**config.mk**
```make
export PLATFORM = sky130hd
export DESIGN_NAME = seg7_scan_drv
export DESIGN_NICKNAME = d
export VERILOG_FILES = /design/src/rtl/seg7_scan_drv.sv
export SDC_FILE = /design/constraint.sdc
export NUM_CORES = 1
export LEC_CHECK = 0
export ABC_CLOCK_PERIOD_IN_PS = 3100
export BUFFER_PORTS_ARGS = -buffer_cell sky130_fd_sc_hd__buf_2
export CAP_MARGIN = 20
export CORE_ASPECT_RATIO = 0.8
export CORE_MARGIN = 4
export CORE_UTILIZATION = 52
export DETAILED_ROUTE_END_ITERATION = 16
export PLACE_DENSITY_LB_ADDON = 0.08
export SLEW_MARGIN = 20
export SYNTH_ARGS = -nofsm -noshare
export SYNTH_HDL_FRONTEND = slang
export SYNTH_SLANG_ARGS = --single-unit
```
**constraint.sdc**
```tcl
create_clock -name clk -period 3.1 [get_ports clk]
set_clock_uncertainty 0.15 [all_clocks]
set_input_delay 0.465 -clock clk [delete_from_list [all_inputs] [get_ports clk]]
set_output_delay 0.465 -clock clk [all_outputs]
set_load 0.03 [all_outputs]
```
**src/rtl/seg7_scan_drv.sv**
```systemverilog
// Multiplexed common-anode seven-segment scan driver with double-buffered data,
// blanking, decimal points and leading-zero suppression. Optional blink: SEG7_BLINK_EN.
module seg7_scan_drv #(
   parameter int NUM_DIGITS   = 8,
   parameter int SCAN_DIV     = 32768
`ifdef SEG7_BLINK_EN
   ,
   parameter int BLINK_FRAMES = 64
`endif
) (
   input  logic                    clk,
   input  logic                    rstn,
   input  logic                    disp_mode,
   input  logic [NUM_DIGITS*8-1:0] i_data,
   input  logic                    i_load,
   input  logic [NUM_DIGITS-1:0]   i_dp,
   input  logic [NUM_DIGITS-1:0]   i_blank,
   input  logic                    i_lzs,
`ifdef SEG7_BLINK_EN
   input  logic [NUM_DIGITS-1:0]   i_blink,
`endif
   output logic [7:0]              o_seg,
   output logic [NUM_DIGITS-1:0]   o_sel,
   output logic                    o_frame_done
);

   localparam int CW = $clog2(SCAN_DIV);
   localparam int AW = $clog2(NUM_DIGITS);
   localparam int DW = NUM_DIGITS * 8;
   localparam logic [CW-1:0] CNT_MAX  = CW'(SCAN_DIV - 1);
   localparam logic [AW-1:0] ADDR_MAX = AW'(NUM_DIGITS - 1);

   logic [CW-1:0]         cnt_q, cnt_d;
   logic [AW-1:0]         addr_q, addr_d;
   logic [DW-1:0]         pend_q, pend_d;
   logic                  pend_vld_q, pend_vld_d;
   logic [DW-1:0]         shadow_q, shadow_d;
   logic [7:0]            seg_q, seg_d;
   logic [NUM_DIGITS-1:0] sel_q, sel_d;
   logic                  fd_q, fd_d;

   logic                  tick, wrap;
   logic                  blink_kill;
   logic [NUM_DIGITS-1:0] supp_vec;
   logic                  tail;
   logic [7:0]            raw_byte;
   logic [3:0]            nib;
   logic                  dp_bit, blank_bit, supp_bit;

   function automatic logic [7:0] hex_glyph(input logic [3:0] n);
      case (n)
         4'h0: hex_glyph = 8'hC0;
         4'h1: hex_glyph = 8'hF9;
         4'h2: hex_glyph = 8'hA4;
         4'h3: hex_glyph = 8'hB0;
         4'h4: hex_glyph = 8'h99;
         4'h5: hex_glyph = 8'h92;
         4'h6: hex_glyph = 8'h82;
         4'h7: hex_glyph = 8'hF8;
         4'h8: hex_glyph = 8'h80;
         4'h9: hex_glyph = 8'h90;
         4'hA: hex_glyph = 8'h88;
         4'hB: hex_glyph = 8'h83;
         4'hC: hex_glyph = 8'hC6;
         4'hD: hex_glyph = 8'hA1;
         4'hE: hex_glyph = 8'h86;
         default: hex_glyph = 8'h8E;
      endcase
   endfunction

   assign tick = (cnt_q == CNT_MAX);
   assign wrap = tick && (addr_q == ADDR_MAX);

   // Scan timing and buffering; a load in the wrap cycle lands in pending, not shadow.
   always_comb begin
      cnt_d      = tick ? '0 : cnt_q + CW'(1);
      addr_d     = addr_q;
      pend_d     = pend_q;
      pend_vld_d = pend_vld_q;
      shadow_d   = shadow_q;
      fd_d       = wrap;
      if (tick) addr_d = wrap ? '0 : addr_q + AW'(1);
      if (wrap && pend_vld_q) begin
         shadow_d   = pend_q;
         pend_vld_d = 1'b0;
      end
      if (i_load) begin
         pend_d     = i_data;
         pend_vld_d = 1'b1;
      end
   end

   // Suppression mask: digit k is a leading zero if it and every higher digit is 0 with no dp.
   always_comb begin
      supp_vec = '0;
      tail     = 1'b1;
      for (int k = NUM_DIGITS - 1; k >= 0; k--) begin
         tail        = tail & (shadow_q[4*k +: 4] == 4'h0) & ~i_dp[k];
         supp_vec[k] = tail;
      end
   end

   always_comb begin
      raw_byte  = 8'hFF;
      nib       = 4'h0;
      dp_bit    = 1'b0;
      blank_bit = 1'b0;
      supp_bit  = 1'b0;
      for (int k = 0; k < NUM_DIGITS; k++) begin
         if (AW'(k) == addr_q) begin
            raw_byte  = shadow_q[8*k +: 8];
            nib       = shadow_q[4*k +: 4];
            dp_bit    = i_dp[k];
            blank_bit = i_blank[k];
            supp_bit  = supp_vec[k];
         end
      end
   end

`ifdef SEG7_BLINK_EN
   localparam int BW = (BLINK_FRAMES > 1) ? $clog2(BLINK_FRAMES) : 1;
   localparam logic [BW-1:0] BLINK_MAX = BW'(BLINK_FRAMES - 1);

   logic [BW-1:0] bcnt_q, bcnt_d;
   logic          phase_q, phase_d;
   logic          blink_sel;

   always_comb begin
      bcnt_d    = bcnt_q;
      phase_d   = phase_q;
      blink_sel = 1'b0;
      if (wrap) begin
         if (bcnt_q == BLINK_MAX) begin
            bcnt_d  = '0;
            phase_d = ~phase_q;
         end else begin
            bcnt_d = bcnt_q + BW'(1);
         end
      end
      for (int k = 0; k < NUM_DIGITS; k++) begin
         if (AW'(k) == addr_q) blink_sel = i_blink[k];
      end
   end

   assign blink_kill = ~phase_q & blink_sel;

   always_ff @(posedge clk or negedge rstn) begin
      if (!rstn) begin
         bcnt_q  <= '0;
         phase_q <= 1'b1;
      end else begin
         bcnt_q  <= bcnt_d;
         phase_q <= phase_d;
      end
   end
`else
   assign blink_kill = 1'b0;
`endif

   always_comb begin
      sel_d = ~(NUM_DIGITS'(1) << addr_q);
      seg_d = 8'hFF;
      if (blank_bit || blink_kill) begin
         seg_d = 8'hFF;
      end else if (disp_mode) begin
         seg_d = raw_byte;
      end else if (i_lzs && (addr_q != '0) && supp_bit) begin
         seg_d = 8'hFF;
      end else begin
         seg_d = hex_glyph(nib) & {~dp_bit, 7'h7F};
      end
   end

   always_ff @(posedge clk or negedge rstn) begin
      if (!rstn) begin
         cnt_q      <= '0;
         addr_q     <= '0;
         pend_q     <= '0;
         pend_vld_q <= 1'b0;
         shadow_q   <= '0;
         seg_q      <= 8'hFF;
         sel_q      <= '1;
         fd_q       <= 1'b0;
      end else begin
         cnt_q      <= cnt_d;
         addr_q     <= addr_d;
         pend_q     <= pend_d;
         pend_vld_q <= pend_vld_d;
         shadow_q   <= shadow_d;
         seg_q      <= seg_d;
         sel_q      <= sel_d;
         fd_q       <= fd_d;
      end
   end

   assign o_seg        = seg_q;
   assign o_sel        = sel_q;
   assign o_frame_done = fd_q;

endmodule

```
==> flow_metrics.tcl, run 1 <==
set metrics [dict create \
    power_mw 4.74 \
    finalSetupTns_ns 0 \
    core-area_um2 15300 \
    drtIter0Drc 345 \
    ys_top_cells_by_count "dfrtp_1, mux2_2, mux2_4" \
    initial_core_util_pct 54.0 \
    ys_top_cells_by_area "dfrtp_1, mux2_4, mux2_2" \
    synthArstFlopShare_pct 100 \
    fin_util_pct 63.8 \
    die_h_um 121 \
    cts_tree "yes" \
    hold_class "input pin to register" \
    avgRoutedWirePerCell_um 20.8 \
    syn-num-nets 766 \
    arrival_ns 3.15 \
    dp_cells 974 \
    setup_viol 0 \
    fin_area_um2 9770 \
    synth_top_area_cell "dfrtp_1" \
    irDropWorstVdd_mv 0.355 \
    routed_via_density 5.82 \
    powerDensity_nw_per_um2 485 \
    end_kind "register" \
    instances_no_fill 1006 \
    critPathLaunchType "register" \
    clk_latency_ns 0.42 \
    grt_max_degree 66 \
    clkSlewWorstSetupHoldPaths_ns 0.07 \
    wl_mm 20.9 \
    num_vias 5859 \
    fmax_mhz 337 \
    htree_levels 4 \
    dpl_worst_slack_ns 0.0256 \
    ys_warn_count 0 \
    final_max_slew_viol_count 0 \
    n_antenna_cell 0 \
    required_ns 3.29 \
    ys_types 78 \
    ant_nets 0 \
    avgSynthCellArea_um2 12.4 \
    pin_count 102 \
    ys_ff_latch 164 \
    die_area_um2 18000 \
    fin_ws_ns 0.136 \
    hold_ws_ns 0.120 \
    rrSetupSlack_ns 0.14 \
    drc 0 \
    synth.top_cell.area_share_pct 44.8 \
    yosysSeqAreaShare_pct 49.9 \
    globalplace.congestion 0.937 \
    finalCritPeriodShare_pct 95.6 \
    p_leak_nw 4.57 \
    drive_above_1_share_pct 43.1 \
    synth_area_um2 8270 \
    clockRootBuffer "clkbuf_16" \
    clockBufferDepth 2 \
    drt_pass1_iterations 5 \
    cp_max_fo 11 \
    grt_pass1_wl_mm 33.4 \
    syn_to_final_growth_pct 18.2 \
    placed_area_um2 9060 \
    cts_num_sinks 164 \
    cap_viol_max_count 0 \
    nets 883 \
    row_count 40 \
    tightest_slew_ns 0.856 \
    synth_most_common_cell "dfrtp_1" \
    overflow 0 \
    dp_hpwl_mm 15.3 \
    port_buffers 101 \
    worst-setup-path-type "register to register" \
    status "complete, no violations" \
    synth_ff_type "dfrtp_1" \
    antenna_found_initial 0 \
    cts_made_buffers 17 \
    synthCells 668 \
    dieWidth_um 149 \
    maxSlewHeadroom_pct 42.9 \
    grt_pass1_vias 6138 \
    period_needed_ns 2.96 \
    final-hold-violation-count 0 \
    synth_edf_count 0 \
    track_usage_pct 23.8 \
]
## registers in the layout (all words and copies together), names as in the netlist
| register | count |
|---|---|
| pend_q | 64 |
| shadow_q | 64 |
| cnt_q | 15 |
| o_seg | 8 |
| o_sel | 8 |
| addr_q | 3 |
| o_frame_done | 1 |
| pend_vld_q | 1 |
## metal layers
layer  GRT usage, %  routed length [um]
met1           34.0                9670
met2           36.3                9480
met3           5.84                1310
met4           6.86                 439
met5              0                   0
## logic make-up (layout without fill, tap and decap cells)
kind of cell | count (synthesis) | count (layout) | share of synthesized area [%]
xor gates and xnor gates | 11 | 11 | 1.17
muxes | 128 | 128 | 20.2
adders and majority gates | 13 | 13 | 1.97
DFF | 164 | 164 | 49.9
AOI/OAI and AO/OA | 128 | 128 | 10.8
buffers and inverters | 56 | 184 | 4.34
and+or+nand+nor | 168 | 168 | 11.7
## what timing repair did
action / in CTS / in global routing
endpoints found under the hold margin: 45 / 0
buffers inserted: 0 / 1
endpoints found under the setup margin: 1 / 5
pin swaps: 0 / 10
resized for setup: 1 / 22
hold buffers: 1 / 0
## cell usage in the layout, fill, tap and decap left out, types with 8 or more instances in the layout
cell / n
dfrtp_1: 146
buf_2: 100
mux2_2: 68
mux2_4: 60
nand2_1: 40
a21oi_1: 29
buf_4: 29
o21ai_0: 23
nor2_1: 22
clkbuf_16: 17
dfstp_2: 16
nand3_1: 15
nor2b_1: 12
inv_1: 11
nand2b_1: 10
or4_1: 8
nor3b_1: 8
nor3_1: 8
## final cells by class
cell class	count	area [um2]
clock buffers	18	439
clock inverters	12	170
fillers	1267	5540
inverters	18	67.6
multi-input cells	448	3870
flip-flops and latches	164	4130
well taps	210	263
repair buffers	136	840
## power breakdown
| part | switching (mW) | leakage, nW | internal, mW | total (mW) |
|---|---|---|---|---|
| combinational | 0.128 | 2.21 | 0.139 | 0.268 |
| clock | 0.884 | 0.290 | 1.30 | 2.19 |
| sequential | 0.0491 | 2.07 | 2.24 | 2.29 |
| total | 1.06 | 4.57 | 3.68 | 4.74 |
## critical path: stages, from the launching register on
cell	delay [ns]
dfrtp_2	0.45
ha_4	0.18
ha_2	0.17
buf_4	0.18
nor2_1	0.13
o221ai_1	0.14
a221o_1	0.35
and2_2	0.22
inv_1	0.12
ha_4	0.15
inv_2	0.04
a2111oi_4	0.28
nor2_1	0.09
a32oi_1	0.21
## worst paths after layout
path	to	from	depth (start not counted)
worst max-delay path	o_seg[5]	addr_q[0]	13
worst min-delay path	pend_q[33]	i_data[33]	2
worst max register to register	o_seg[5]	addr_q[0]	13
worst min register to register	cnt_q[14]	cnt_q[14]	1
max in group asynchronous	shadow_q[41]	rstn	3
min in group asynchronous	cnt_q[6]	rstn	2
No activity file was read; power rests on OpenSTA's default activity.
==> inputs of run 2 (changes only) <==
--- a/config.mk
+++ b/config.mk
@@ -12,7 +12,7 @@
 export CORE_MARGIN = 4
 export CORE_UTILIZATION = 52
 export DETAILED_ROUTE_END_ITERATION = 16
-export PLACE_DENSITY_LB_ADDON = 0.08
+export PLACE_DENSITY = 0.76
 export SLEW_MARGIN = 20
 export SYNTH_ARGS = -nofsm -noshare
 export SYNTH_HDL_FRONTEND = slang
==> flow_metrics.tcl, run 2 (synthesis results as in run 1) <==
set metrics [dict create \
    status "complete, no violations" \
    worst-setup-path-type "register to register" \
    irDropWorstVdd_mv 0.513 \
    hold_class "input pin to register" \
    power_mw 4.73 \
    syn_to_final_growth_pct 19.4 \
    power_switching_mw 1.20 \
    ant_nets 0 \
    grt_max_degree 71 \
    avgRoutedWirePerCell_um 22.0 \
    clockRootBuffer "clkbuf_16" \
    track_usage_pct 25.7 \
    cts_num_sinks 164 \
    worstRegToRegCells 11 \
    cts_made_buffers 17 \
    num_vias 5945 \
    arrival_ns 3.25 \
    clockBufferDepth 2 \
    clk_latency_ns 0.43 \
    critPathLaunchType "register" \
    grt_pass1_wl_mm 35.4 \
    p_comb_share_pct 5.7 \
    n_antenna_cell 0 \
    reg2reg_from "addr_q[0]" \
    final-hold-violation-count 0 \
    drive_above_1_share_pct 43.8 \
    htree_levels 4 \
    finalSetupTns_ns 0 \
    reg_top3 "pend_q: 64 flops, shadow_q: 64 flops, cnt_q: 15 flops" \
    cp_max_fo 6 \
    antenna_found_initial 0 \
    cap_viol_max_count 0 \
    nets 893 \
    dp_hpwl_mm 16.5 \
    globalplace.congestion 0.976 \
    power.share.switching_pct 25.3 \
    pwr-share-seq_pct 48.3 \
    port_buffers 101 \
    maxSlewHeadroom_pct 42.4 \
    grt_pass1_vias 6278 \
    rrSetupSlack_ns 0.06 \
    die_h_um 121 \
    routed_via_density 5.84 \
    p_leak_nw 4.63 \
    cts_tree "yes" \
    drtIter0Drc 390 \
    setup_viol 0 \
    die_area_um2 18000 \
    pin_count 102 \
    mostFrequentLayoutCells "dfrtp_1, buf_2, mux2_2" \
    layout_commonest_cell "dfrtp_1" \
    drc 0 \
    finalCritPeriodShare_pct 98.2 \
    row_count 40 \
    tightest_slew_ns 0.864 \
    cp-startpoint "addr_q[0]" \
    min_from "i_data[41]" \
    clock_power_share_pct 45.9 \
    core-area_um2 15300 \
    required_ns 3.30 \
    final_max_slew_viol_count 0 \
    p_int_mw 3.53 \
    dieWidth_um 149 \
    powerDensity_nw_per_um2 479 \
    drt_pass1_iterations 5 \
    clkSlewWorstSetupHoldPaths_ns 0.07 \
    fmax_mhz 328 \
    wl_mm 22.4 \
    overflow 0 \
    r2r_end "o_seg[3]" \
    initial_core_util_pct 54.0 \
    end_kind "register" \
    period_needed_ns 3.04 \
    holdPathStages 2 \
    hold_path_end "pend_q[41]" \
]
run 2: changes by cell type in the layout (fill, tap and decap cells not counted), moves of 2 or more:
cell | previous run | this run
inv_8 | 2 | 5
clkinvlp_4 | 3 | 1
inv_2 | 7 | 5
buf_12 | 5 | 2
ha_2 | 2 | 0
clkinv_4 | 0 | 3
ha_4 | 4 | 6
bufinv_16 | 3 | 1
buf_6 | 1 | 3
inv_6 | 4 | 2
clkinv_8 | 0 | 3
buf_4 | 29 | 38
run 2: worst max-delay path, stage by stage (launching register included):
cell and delay [ns]:
dfrtp_1 0.42, buf_6 0.15, clkinvlp_4 0.14, ha_4 0.22
buf_8 0.13, or4_1 0.40, o311a_1 0.13, a32o_2 0.29
inv_2 0.09, ha_1 0.26, or3_4 0.39, a41oi_2 0.18
run 2: how the worst max path moves through the flow:
stage | end | slack (ns) | depth (start not counted)
after floorplan | o_seg[3] | 0.01 | 12
after global placement | o_seg[3] | 0.06 | 10
after detailed placement | o_seg[3] | -0.0009 | 10
after CTS | o_seg[3] | 0.001 | 10
after global routing | o_seg[5] | -0.02 | 13
final | o_seg[3] | 0.06 | 11
run 2: power by group through the flow:
stage               clock (mW)  sequential, mW  combinational (mW)
floorplan                    0            2.32               0.125
global placement             0            2.32               0.263
detailed placement           0            2.33               0.274
CTS                       2.21            2.29               0.277
global route              2.31            2.30               0.302
finish                    2.17            2.29               0.271
run 2: repair_timing:
action                                 in CTS  in global routing
gates resized for setup                     1                 27
hold buffers                                1                  0
buffers inserted                            0                  5
gates cloned                                0                  1
setup endpoints to repair                   1                  5
pin swaps                                   0                 10
endpoints found under the hold margin      67                  0
run 2: cell type report:
cell class,count,area (um2)
inverter,18,71.3
fill,1227,5440
sequential,164,4130
tap,210,263
timing repair buffer,146,910
clock inverter,15,184
clock buffer,17,425
multi-input combinational,448,3890
run 2: metal layers:
metal / share of wire (%) / track usage (%) / wire length (um)
met1: 47 / 37.6 / 10600
met3: 6.0 / 6.14 / 1340
met5: 0 / 0 / 0
met2: 46 / 39.1 / 10200
met4: 1.2 / 5.66 / 259
run 2: stage by stage:
step | util [%] | setup WS [ns] | std cells | area [um2] | hold WS [ns]
after floorplan | - | 0.00987 | 668 | 8270 | 0.0194
after global placement | 59.2 | 0.0624 | 979 | 9060 | 0.325
after detailed placement | 59.2 | -0.000887 | 979 | 9060 | 0.332
after CTS | 63.3 | 0.00111 | 1012 | 9690 | 0.101
after global routing | 64.5 | -0.0220 | 1018 | 9870 | 0.0938
final | 64.5 | 0.0556 | 1018 | 9870 | 0.110
==> inputs of run 3 (changes only) <==
==> constraint.sdc (replaced) <==
create_clock -name clk -period 3.1 [get_ports clk]
set_clock_uncertainty 0.15 [all_clocks]
set_input_delay 0.62 -clock clk [delete_from_list [all_inputs] [get_ports clk]]
set_output_delay 0.62 -clock clk [all_outputs]
set_load 0.03 [all_outputs]
==> flow_metrics.tcl, run 3 (synthesis results as in run 1) <==
set metrics [dict create \
    clk_latency_ns 0.43 \
    final_max_slew_viol_count 0 \
    syn_to_final_growth_pct 17.2 \
    worst-setup-path-type "register to register" \
    grt_pass1_vias 6179 \
    cts_num_sinks 164 \
    globalplace.congestion 0.922 \
    clkSlewWorstSetupHoldPaths_ns 0.07 \
    avgRoutedWirePerCell_um 21.3 \
    num_vias 5963 \
    finalCritPeriodShare_pct 97.4 \
    p_comb_share_pct 6.0 \
    wl_mm 21.4 \
    setup_viol 0 \
    track_usage_pct 24.7 \
    n_antenna_cell 0 \
    overflow 0 \
    worstRegToRegCells 10 \
    rrSetupSlack_ns 0.08 \
    reg_top3 "pend_q: 64 flops, shadow_q: 64 flops, cnt_q: 15 flops" \
    cts_made_buffers 17 \
    fmax_mhz 331 \
    fillCellCount 1260 \
    pwr-share-seq_pct 50.3 \
    critPathLaunchType "register" \
    maxSlewHeadroom_pct 51.7 \
    mostFrequentLayoutCells "dfrtp_1, buf_2, mux2_2" \
    period_needed_ns 3.02 \
    p_leak_nw 4.54 \
    status "complete, no violations" \
    antenna_found_initial 0 \
    cap_viol_max_count 0 \
    drtIter0Drc 496 \
    rsz0062_at_grt "true" \
    power.share.switching_pct 23.9 \
    routed_via_density 5.93 \
    reg2reg_from "addr_q[1]" \
    clock_power_share_pct 43.7 \
    htree_levels 4 \
    clockRootBuffer "clkbuf_16" \
    port_buffers 101 \
    arrival_ns 3.22 \
    clockBufferDepth 2 \
    irDropWorstVdd_mv 0.565 \
    power_mw 4.55 \
    power_switching_mw 1.09 \
    seq_area_um2 4120 \
    nets 881 \
    ant_nets 0 \
    end_kind "register" \
    final-hold-violation-count 0 \
    dieWidth_um 149 \
    cts_tree "yes" \
    core-area_um2 15300 \
    r2r_end "o_seg[3]" \
    die_area_um2 18000 \
    p_int_mw 3.46 \
    layout_commonest_cell "dfrtp_1" \
    grt_max_degree 72 \
    dp_hpwl_mm 15.6 \
    initial_core_util_pct 54.0 \
    grt_pass1_wl_mm 34.3 \
    drt_pass1_iterations 5 \
    hold_class "input pin to async pin" \
    multi_input_area_um2 3850 \
    drive_above_1_share_pct 42.6 \
    pin_count 102 \
    cp_max_fo 3 \
    row_count 40 \
    drc 0 \
    powerDensity_nw_per_um2 470 \
    required_ns 3.30 \
    hold_ws_ns 0.0247 \
    die_h_um 121 \
    tightest_slew_ns 0.716 \
]
==> run 3: cell type report <==
| type | instances | area share (%) |
|---|---|---|
| tap | 210 | 2.71 |
| clock inverter | 11 | 0.995 |
| clock buffer | 21 | 4.75 |
| inverter | 18 | 0.697 |
| multi-input combinational | 448 | 39.7 |
| sequential | 164 | 42.6 |
| timing repair buffer | 134 | 8.52 |
==> run 3: metrics by stage <==
step                      setup slack [ns]  setup TNS, ns  utilization [%]  instances  cell area (um2)
after global placement              0.0563              0             59.1        972             9050
after global routing               -0.0120        -0.0202             63.3       1006             9690
after detailed placement           -0.0355        -0.0486             59.1        972             9050
after CTS                         0.000543              0             62.9       1005             9630
final                               0.0803              0             63.3       1006             9690
after floorplan                    0.00987              0                -        668             8270
==> run 3: critical path, cell delays in order, from the launching register on <==
cell     delay (ns)
dfrtp_1        0.40
ha_2           0.20
ha_2           0.17
or2_2          0.29
o221a_1        0.20
a221o_1        0.32
a32o_2         0.27
inv_2          0.10
ha_1           0.25
or3_4          0.40
a41oi_2        0.18
==> run 3: repair_timing <==
action	in CTS	in global routing
setup buffers	1	1
pin swaps	0	7
endpoints found under the hold margin	0	0
hold buffers	0	0
resized for setup	3	14
gates cloned	0	0
setup endpoints to repair	3	4
==> run 3: worst max-delay path by stage <==
stage	startpoint	endpoint	slack [ns]	cells past startpoint
after CTS	addr_q[0]	o_seg[3]	0.0005	10
after floorplan	addr_q[2]	o_seg[3]	0.01	12
after detailed placement	addr_q[0]	o_seg[0]	-0.04	12
final	addr_q[1]	o_seg[3]	0.08	10
after global routing	addr_q[1]	o_seg[3]	-0.01	10
after global placement	addr_q[0]	o_seg[3]	0.06	10
==> run 3: per-layer routing <==
layer  track usage [%]  part of all wire, %  vias to the layer above
met4              7.49                  1.8                        0
met1              35.6                   46                     3006
met3              5.25                  6.9                       38
met5                 0                    0                        -
met2              37.8                   45                      237
li1                  -                    -                     2682
==> run 3: power groups by stage <==
stage	combinational (mW)	sequential, mW	clock [mW]
2_1_floorplan	0.125	2.32	0
3_3_place_gp	0.261	2.32	0
3_5_place_dp	0.276	2.33	0
4_1_cts	0.277	2.29	2.02
5_1_grt	0.300	2.30	2.13
6_report	0.272	2.29	1.99
